===== src/rtl/attention_sequencer_pkg.sv =====
// Shared encodings for the attention sequencer: stage codes (identical to the
// processor mode field) and the sequencer state set.
package attn_pkg;

  localparam int NUM_STAGES = 4;

  typedef enum logic [1:0] {
    QK      = 2'b00,
    SCALE   = 2'b01,
    SOFTMAX = 2'b10,
    VMUL    = 2'b11
  } stage_t;

  typedef enum logic [2:0] {
    S_IDLE      = 3'd0,
    S_FETCH     = 3'd1,
    S_LAUNCH    = 3'd2,
    S_WAIT_PROC = 3'd3,
    S_EMIT      = 3'd4,
    S_DONE      = 3'd5,
    S_ERROR     = 3'd6
  } seq_state_t;

endpackage


===== src/rtl/attention_sequencer_watchdog.sv =====
// Per-pass watchdog: counts cycles spent waiting on the processor and flags
// expiry on the cycle the count would reach TIMEOUT-1.
module seq_watchdog #(
  parameter int TIMEOUT = 1024
) (
  input  logic clk,
  input  logic rst_n,
  input  logic i_clr,
  input  logic i_en,
  output logic o_expired
);

  localparam int CW = $clog2(TIMEOUT) + 1;

  logic [CW-1:0] r_count;
  logic          w_hit;

  // r_count holds (cycles in wait - 1), so the compare is against TIMEOUT-2
  assign w_hit     = (r_count == CW'(TIMEOUT - 2));
  assign o_expired = i_en && w_hit;

  always_ff @(posedge clk or negedge rst_n) begin
    if (!rst_n) begin
      r_count <= '0;
    end else if (i_clr) begin
      r_count <= '0;
    end else if (i_en && !w_hit) begin
      r_count <= r_count + {{(CW-1){1'b0}}, 1'b1};
    end
  end

endmodule


===== src/rtl/attention_sequencer.sv =====
// Runs the four attention stages (QK, scale, softmax, V) per row through the
// shared processor, chaining each stage result into the next stage's operand A.
module attention_sequencer
  import attn_pkg::*;
#(
  parameter int DATA_WIDTH  = 16,
  parameter int MATRIX_SIZE = 16,
  parameter int ROW_W       = 8,
  parameter int TIMEOUT     = 1024
) (
  input  logic                              clk,
  input  logic                              rst_n,
  input  logic                              cmd_start,
  input  logic [ROW_W-1:0]                  cmd_rows,
  input  logic                              cmd_abort,
  output logic                              busy,
  output logic                              cmd_done,
  output logic                              cmd_error,
  output logic                              opnd_req,
  output logic [ROW_W-1:0]                  opnd_row,
  output logic [1:0]                        opnd_stage,
  input  logic                              opnd_valid,
  input  logic [DATA_WIDTH*MATRIX_SIZE-1:0] opnd_a,
  input  logic [DATA_WIDTH*MATRIX_SIZE-1:0] opnd_b,
  output logic                              proc_start,
  output logic [1:0]                        proc_mode,
  output logic [DATA_WIDTH*MATRIX_SIZE-1:0] proc_a,
  output logic [DATA_WIDTH*MATRIX_SIZE-1:0] proc_b,
  input  logic [DATA_WIDTH*MATRIX_SIZE-1:0] proc_data,
  input  logic                              proc_done,
  output logic                              res_valid,
  input  logic                              res_ready,
  output logic [ROW_W-1:0]                  res_row,
  output logic [DATA_WIDTH*MATRIX_SIZE-1:0] res_data
);

  localparam int VEC_W = DATA_WIDTH * MATRIX_SIZE;

  seq_state_t       r_state;
  seq_state_t       w_next;
  stage_t           r_stage;
  stage_t           r_mode;
  logic [ROW_W-1:0] r_row;
  logic [ROW_W-1:0] r_rows;
  logic [ROW_W-1:0] r_res_row;
  logic [VEC_W-1:0] r_proc_a;
  logic [VEC_W-1:0] r_proc_b;
  logic [VEC_W-1:0] r_res_data;
  logic             r_cmd_done;
  logic             r_cmd_error;
  logic [ROW_W:0]   w_row_inc;
  logic             w_last;
  logic             w_expired;

  seq_watchdog #(
    .TIMEOUT (TIMEOUT)
  ) u_watchdog (
    .clk       (clk),
    .rst_n     (rst_n),
    .i_clr     (r_state == S_LAUNCH),
    .i_en      (r_state == S_WAIT_PROC),
    .o_expired (w_expired)
  );

  // Extra bit keeps the last-row compare exact even when rows = 2^ROW_W-1
  assign w_row_inc = {1'b0, r_row} + {{ROW_W{1'b0}}, 1'b1};
  assign w_last    = (w_row_inc == {1'b0, r_rows});

  always_comb begin
    w_next = r_state;
    case (r_state)
      S_IDLE:      if (cmd_start) w_next = (cmd_rows == '0) ? S_DONE : S_FETCH;
      S_FETCH:     if (opnd_valid) w_next = S_LAUNCH;
      S_LAUNCH:    w_next = S_WAIT_PROC;
      S_WAIT_PROC: begin
        if (proc_done)      w_next = (r_stage == VMUL) ? S_EMIT : S_FETCH;
        else if (w_expired) w_next = S_ERROR;
      end
      S_EMIT:      if (res_ready) w_next = w_last ? S_DONE : S_FETCH;
      S_DONE:      w_next = S_IDLE;
      S_ERROR:     w_next = S_IDLE;
      default:     w_next = S_IDLE;
    endcase
    if (cmd_abort && (r_state == S_FETCH || r_state == S_LAUNCH ||
                      r_state == S_WAIT_PROC || r_state == S_EMIT)) begin
      w_next = S_IDLE;
    end
  end

  always_ff @(posedge clk or negedge rst_n) begin
    if (!rst_n) begin
      r_state     <= S_IDLE;
      r_stage     <= QK;
      r_mode      <= QK;
      r_row       <= '0;
      r_rows      <= '0;
      r_res_row   <= '0;
      r_proc_a    <= '0;
      r_proc_b    <= '0;
      r_res_data  <= '0;
      r_cmd_done  <= 1'b0;
      r_cmd_error <= 1'b0;
    end else begin
      r_state    <= w_next;
      r_cmd_done <= (r_state == S_DONE);
      case (r_state)
        S_IDLE: begin
          if (cmd_start) begin
            r_rows      <= cmd_rows;
            r_row       <= '0;
            r_stage     <= QK;
            r_cmd_error <= 1'b0;
          end
        end
        S_FETCH: begin
          // proc_mode is loaded on entry to LAUNCH and otherwise held
          if (opnd_valid && !cmd_abort) begin
            r_proc_b <= opnd_b;
            if (r_stage == QK) r_proc_a <= opnd_a;
            r_mode <= r_stage;
          end
        end
        S_WAIT_PROC: begin
          if (!cmd_abort) begin
            if (proc_done) begin
              if (r_stage != VMUL) begin
                r_proc_a <= proc_data;
                r_stage  <= stage_t'(r_stage + 2'd1);
              end else begin
                r_res_data <= proc_data;
                r_res_row  <= r_row;
              end
            end else if (w_expired) begin
              r_cmd_error <= 1'b1;
            end
          end
        end
        S_EMIT: begin
          if (res_ready && !cmd_abort && !w_last) begin
            r_row   <= w_row_inc[ROW_W-1:0];
            r_stage <= QK;
          end
        end
        default: ;
      endcase
    end
  end

  assign busy       = (r_state != S_IDLE);
  assign cmd_done   = r_cmd_done;
  assign cmd_error  = r_cmd_error;
  assign opnd_req   = (r_state == S_FETCH);
  assign opnd_row   = r_row;
  assign opnd_stage = r_stage;
  assign proc_start = (r_state == S_LAUNCH);
  assign proc_mode  = r_mode;
  assign proc_a     = r_proc_a;
  assign proc_b     = r_proc_b;
  assign res_valid  = (r_state == S_EMIT);
  assign res_row    = r_res_row;
  assign res_data   = r_res_data;

endmodule


===== config.mk =====
export PLATFORM = sky130hd
export DESIGN_NAME = attention_sequencer
export DESIGN_NICKNAME = d
export VERILOG_FILES = /design/src/rtl/attention_sequencer_pkg.sv /design/src/rtl/attention_sequencer_watchdog.sv /design/src/rtl/attention_sequencer.sv
export SDC_FILE = /design/constraint.sdc
export NUM_CORES = 1
export LEC_CHECK = 0
export ABC_AREA = 1
export CAP_MARGIN = 20
export CORE_AREA = 2 2 612 614
export DETAILED_ROUTE_END_ITERATION = 10
export DIE_AREA = 0 0 614 616
export PLACE_DENSITY_LB_ADDON = 0.25
export SYNTH_ARGS = -nofsm -noshare
export SYNTH_HDL_FRONTEND = slang
export SYNTH_SLANG_ARGS = --single-unit

===== constraint.sdc =====
create_clock -name clk -period 5.9 [get_ports clk]
set_clock_uncertainty 0.1 [all_clocks]
set_input_delay 1.77 -clock clk [delete_from_list [all_inputs] [get_ports clk]]
set_output_delay 1.77 -clock clk [all_outputs]
set_load 0.05 [all_outputs]

**After elaboration in Yosys (flattened, before gate mapping)**

Cells that the tools add are included.

- Output and inout bits: 794
- Input bits: 783
- Register bits after elaboration: 812
- Word-level logic and storage cells: 100

- $add $sub $neg: 3
- Reductions and logical operators: 29
- Muxes and demuxes: 32
- Equal/unequal tests: 22
- Bitwise logic cells: 2

Operators with widths:

| operator | number |
|---|---|
| 2-to-1 mux 256 bit | 5 |
| case mux 256 bit (2 select lines) | 1 |
| 2-to-1 mux 3 bit | 9 |
| 2-to-1 mux 11 bit | 2 |
| 2-to-1 mux 8 bit | 2 |
| case mux 8 bit (2 select lines) | 1 |
| case mux 3 bit (5 select lines) | 1 |
| != test 2 bit (second input constant) | 7 |
| AND reduction 6 bit | 2 |
| adder 11 x 1 -> 11 bit (second input constant) | 1 |
| == test 11 x 10 -> 1 bit (second input constant) | 1 |
| 2-to-1 mux 2 bit | 5 |
| adder 8 x 1 -> 9 bit (second input constant) | 1 |
| == test 9 x 8 -> 1 bit | 1 |
| logical NOT 8 bit | 1 |
| AND reduction 4 bit | 2 |
| nonzero test 2 bit | 4 |
| == test 3 x 2 -> 1 bit (second input constant) | 2 |
| == test 3 bit (second input constant) | 2 |
| logical AND 1 bit | 6 |
| != test 2 x 1 -> 1 bit (second input constant) | 3 |
| != test 3 x 1 -> 1 bit (second input constant) | 2 |
| case mux 2 bit (3 select lines) | 1 |
| nonzero test 3 bit | 2 |
| 15 further kinds | 24 |

**Longest topological paths before layout**

- Depth after elaboration: 7
- Depth in mapped cells: 14
- Mapped depth without buffers: 14

**Modules after synthesis**

Synthesis repeated with hierarchy kept, for this count alone.

- Cells, all modules: 3,383
- Area total of the unflattened synthesis: 33,905.0 um2

Modules (own cells, without submodules):

| module | seq. area each (um2) | cells an instance | times used | area an instance (um2) |
|---|---|---|---|---|
| attention_sequencer | 20,044.2 | 3,280 | 1 | 33,175.6 |
| seq_watchdog | 275.3 | 103 | 1 | 729.4 |

**Worst setup path before layout**

No wires, ideal clock.

- Kind: flip-flop to output port
- Start: register r_state[2]
- End: output port proc_start
- Arrival time: 1.722 ns
- Path slack: 2.308 ns
- Cell stages (with the launch flop): 2
- Cell sequence: dfrtp_1 nor3_1

- Word-level cells in the longest chain between the ends: 1

RTL lines:

| element | RTL line | text |
|---|---|---|
| start: declaration | attention_sequencer.sv:39 | `seq_state_t r_state;` |
| start signal: assignment | attention_sequencer.sv:104 | `r_state <= w_next;` |
| == test 3 x 2 -> 1 bit | attention_sequencer.sv:155 | `assign proc_start = (r_state == S_LAUNCH);` |
| end: declaration | attention_sequencer.sv:25 | `output logic proc_start,` |

Every way passes these cells.

**Worst setup path in the final report**

- Start: register r_state[0]
- End: output port res_valid

- Word-level cells in the longest chain between the ends: 1

RTL lines:

| element | RTL line | text |
|---|---|---|
| == test 3 bit | attention_sequencer.sv:159 | `assign res_valid = (r_state == S_EMIT);` |
| end: declaration | attention_sequencer.sv:31 | `output logic res_valid,` |

Every way passes these cells.

==> results.toml <==
[logic_synthesis]
syn-num-nets = 4133
netlist_area_um2 = 33700
yosys_warnings = 0
synthDistinctLibCells = 33
synth_seq_cells = 812
syn_avg_cell_area_um2 = 10.1
netlist_instances = 3345
synth-seq-area-share = 0.602

[timing]
rsz0062_at_grt = "no"
max_slew_margin = 0.267
holdWs_ns = 0.368
finalHoldViolCount = 0
min_period_ns = 5.22
finalCritPeriodShare = 0.885
fin_setup_tns_ns = 0
fmax_mhz = 191
setup_viol = 0
tightest_slew_ns = 1.10
slew_violations = 0

[cts]
clock_path_buffers = 4
cts_setup_buffers = 0
postCtsResizedCells = 0
clk_pin_slew_ns = 0.06
numCtsBuffers = 118
cts_hold_buf = 0
h-tree-depth = 3
clkSinkCount = 812
cts_tree = "done"
clock_latency_ns = 0.84
cts_root_buf = "clkbuf_16"

[grt]
antenna_found_initial = 74
first_global_vias = 31731
grt_max_degree = 156
track_usage = 0.140
overflow = 0
grt_pass1_wl_um = 345000

[final_layout]
layout-drive-gt1-share = 0.103
nets = 5682
ff_latch_area_um2 = 20300
area.growth.synth_to_final_pct = 76.6
multi_input_area_um2 = 11400
fin_cells = 10001
num-fill-cells = 41641

[setup_path]
endpoint_kind = "output pin"
path_class = "flop to output pin"
worstPathMaxFanout = 6
cp.arrival_ns = 3.35
required_ns = 4.03
critical_path.startpoint_type = "flop"

[route]
drt_wl_total_um = 274000
num_vias = 31091
antenna_left = 0
drt-pass1-iter-count = 6
post-route-drc-count = 0
wl_per_cell_um = 27.4
avgViaCountPerCell = 3.11
drt_iter0_markers = 1800

[floorplanning]
fp.dieW_um = 614
num_rows = 224
core_um2 = 371000
ios = 1577
start_util = 0.0909
die_h_um = 616
dieArea_um2 = 378000

[placed_design]
dp_cells = 9746
dp_hpwl_um = 232000
gp_congestion = 0.889
port_buffers = 1576

[pwr]
p_leak_uw = 0.0234
powerDensity_nw_per_um2 = 543
peakVddDrop_uv = 299

[worst_hold_path]
hp-class = "flop to flop"

[job]
drv_cap = 0

[status]
status = "complete, no violations"
## cells in the final DEF (no fill, tap or decap), types with 2 or more instances in the layout
master           synthesis  layout
ha_1                     5       5
bufinv_16                0      11
a21oi_1                 15      15
nand2_1                857     855
inv_6                    0       2
clkdlybuf4s50_1          0    1568
nand4_1                 14      14
nor4_1                   2       2
diode_2                  0      45
o21a_1                 257     257
clkinvlp_4               0       6
mux2_2                 260     260
dfrtp_1                812     812
buf_12                   0      16
nor3_1                   2       2
clkbuf_8                 0      27
clkinv_2                 0      10
clkbuf_1                93      30
nand3_1                 23      23
o21ai_0                539     539
inv_1                  296     296
clkinv_4                 0       2
inv_2                    3       2
buf_4                    2      46
clkbuf_16                0     120
nor2_1                  42      42
nand2_4                  0       2
a31oi_1                  2       2
## sequential cells by signal, summed over array words and instances (netlist names)
| register | cells |
|---|---|
| cmd_done | 1 |
| proc_mode | 2 |
| proc_a | 256 |
| cmd_error | 1 |
| opnd_row | 8 |
| res_row | 8 |
| u_watchdog.r_count | 11 |
| r_state | 3 |
| res_data | 256 |
| opnd_stage | 2 |
| proc_b | 256 |
| r_rows | 8 |
## through the flow
step / power, uW / setup WS [ns] / cell area, um2 / util
floorplan: 17500 / 2.31 / 33700 / -
global placement: 25300 / 1.43 / 55500 / 0.149
detailed placement: 25400 / 1.47 / 55500 / 0.149
CTS: 33200 / 0.595 / 59500 / 0.160
global route: 33800 / 0.538 / 59500 / 0.160
finish: 32400 / 0.676 / 59600 / 0.160
## cell usage after synthesis
cell type	instances	area, um2
and3_1	1	6.26
o21a_1	257	1930
a21oi_4	1	16.3
buf_4	2	15.0
o21bai_1	1	7.51
a211oi_1	1	7.51
nor2b_1	1	6.26
nor3b_1	1	7.51
or2_2	1	6.26
o211ai_1	1	7.51
buf_2	97	485
mux2_2	260	2930
dfrtp_1	812	20300
buf_1	10	37.5
clkbuf_1	93	349
xor2_1	1	8.76
nor2_1	42	158
clkinv_1	1	3.75
nor3_1	2	10.0
nand3b_1	1	7.51
a31oi_1	2	12.5
a2111oi_0	1	8.76
xnor2_1	1	8.76
nor4_1	2	12.5
inv_2	3	11.3
nand4_1	14	87.6
nand3_2	1	10.0
o21ai_0	539	2700
inv_1	296	1110
nand3_1	23	115
nand2_1	857	3220
a21oi_1	15	75.1
ha_1	5	62.6
## path summary, 6_finish.rpt
check	cells after the start	slack [ns]	endpoint	start
worst max register to register	9	2.81	proc_a[7]	r_state[2]
worst min-delay path	1	0.37	u_watchdog.r_count[5]	u_watchdog.r_count[5]
min in group asynchronous	1	0.86	proc_a[46]	rst_n
worst min register to register	1	0.37	u_watchdog.r_count[5]	u_watchdog.r_count[5]
worst max-delay path	4	0.68	res_valid	r_state[0]
max in group asynchronous	2	3.44	proc_b[240]	rst_n
## area by class of cell
type | count | area share
Antenna cell | 45 | 0.00189
Clock buffer | 177 | 0.0585
Clock inverter | 33 | 0.00850
Inverter | 300 | 0.0190
Multi-Input combinational cell | 2031 | 0.192
Sequential cell | 812 | 0.341
Tap cell | 4972 | 0.104
Timing Repair Buffer | 1631 | 0.275
## report_power, final
part | internal, uW | switching [uW]
Combinational | 5110 | 11100
Clock | 4530 | 2960
Sequential | 7400 | 1280
## critical path: stages, from the launching register on
cell             delay (ns)
dfrtp_1                0.42
nor2_1                 0.19
inv_1                  0.10
nor2_1                 0.46
clkdlybuf4s50_1        1.31
## cell families (layout without fill, tap and decap cells)
logic type / after synthesis / after routing / share of synthesized area
muxes: 260 / 260 / 0.0868
other: 0 / 45 / 0
xor gates and xnor gates: 2 / 2 / 0.000519
adders and majority gates: 5 / 5 / 0.00185
AOI/OAI and AO/OA: 818 / 818 / 0.141
buffers and inverters: 502 / 2141 / 0.0597
and+or+nand+nor: 946 / 946 / 0.108
DFF: 812 / 812 / 0.602
## per-layer routing
layer	share of wire	up-vias	wire length, um	global-route usage
met1	0.36	15520	98700	0.149
li1	-	14059	-	-
met3	0.089	297	24400	0.0486
met4	0.028	22	7590	0.0343
met2	0.52	1193	143000	0.259
met5	0.00050	-	136	0
Note: power is estimated with default switching activity, not from simulation.
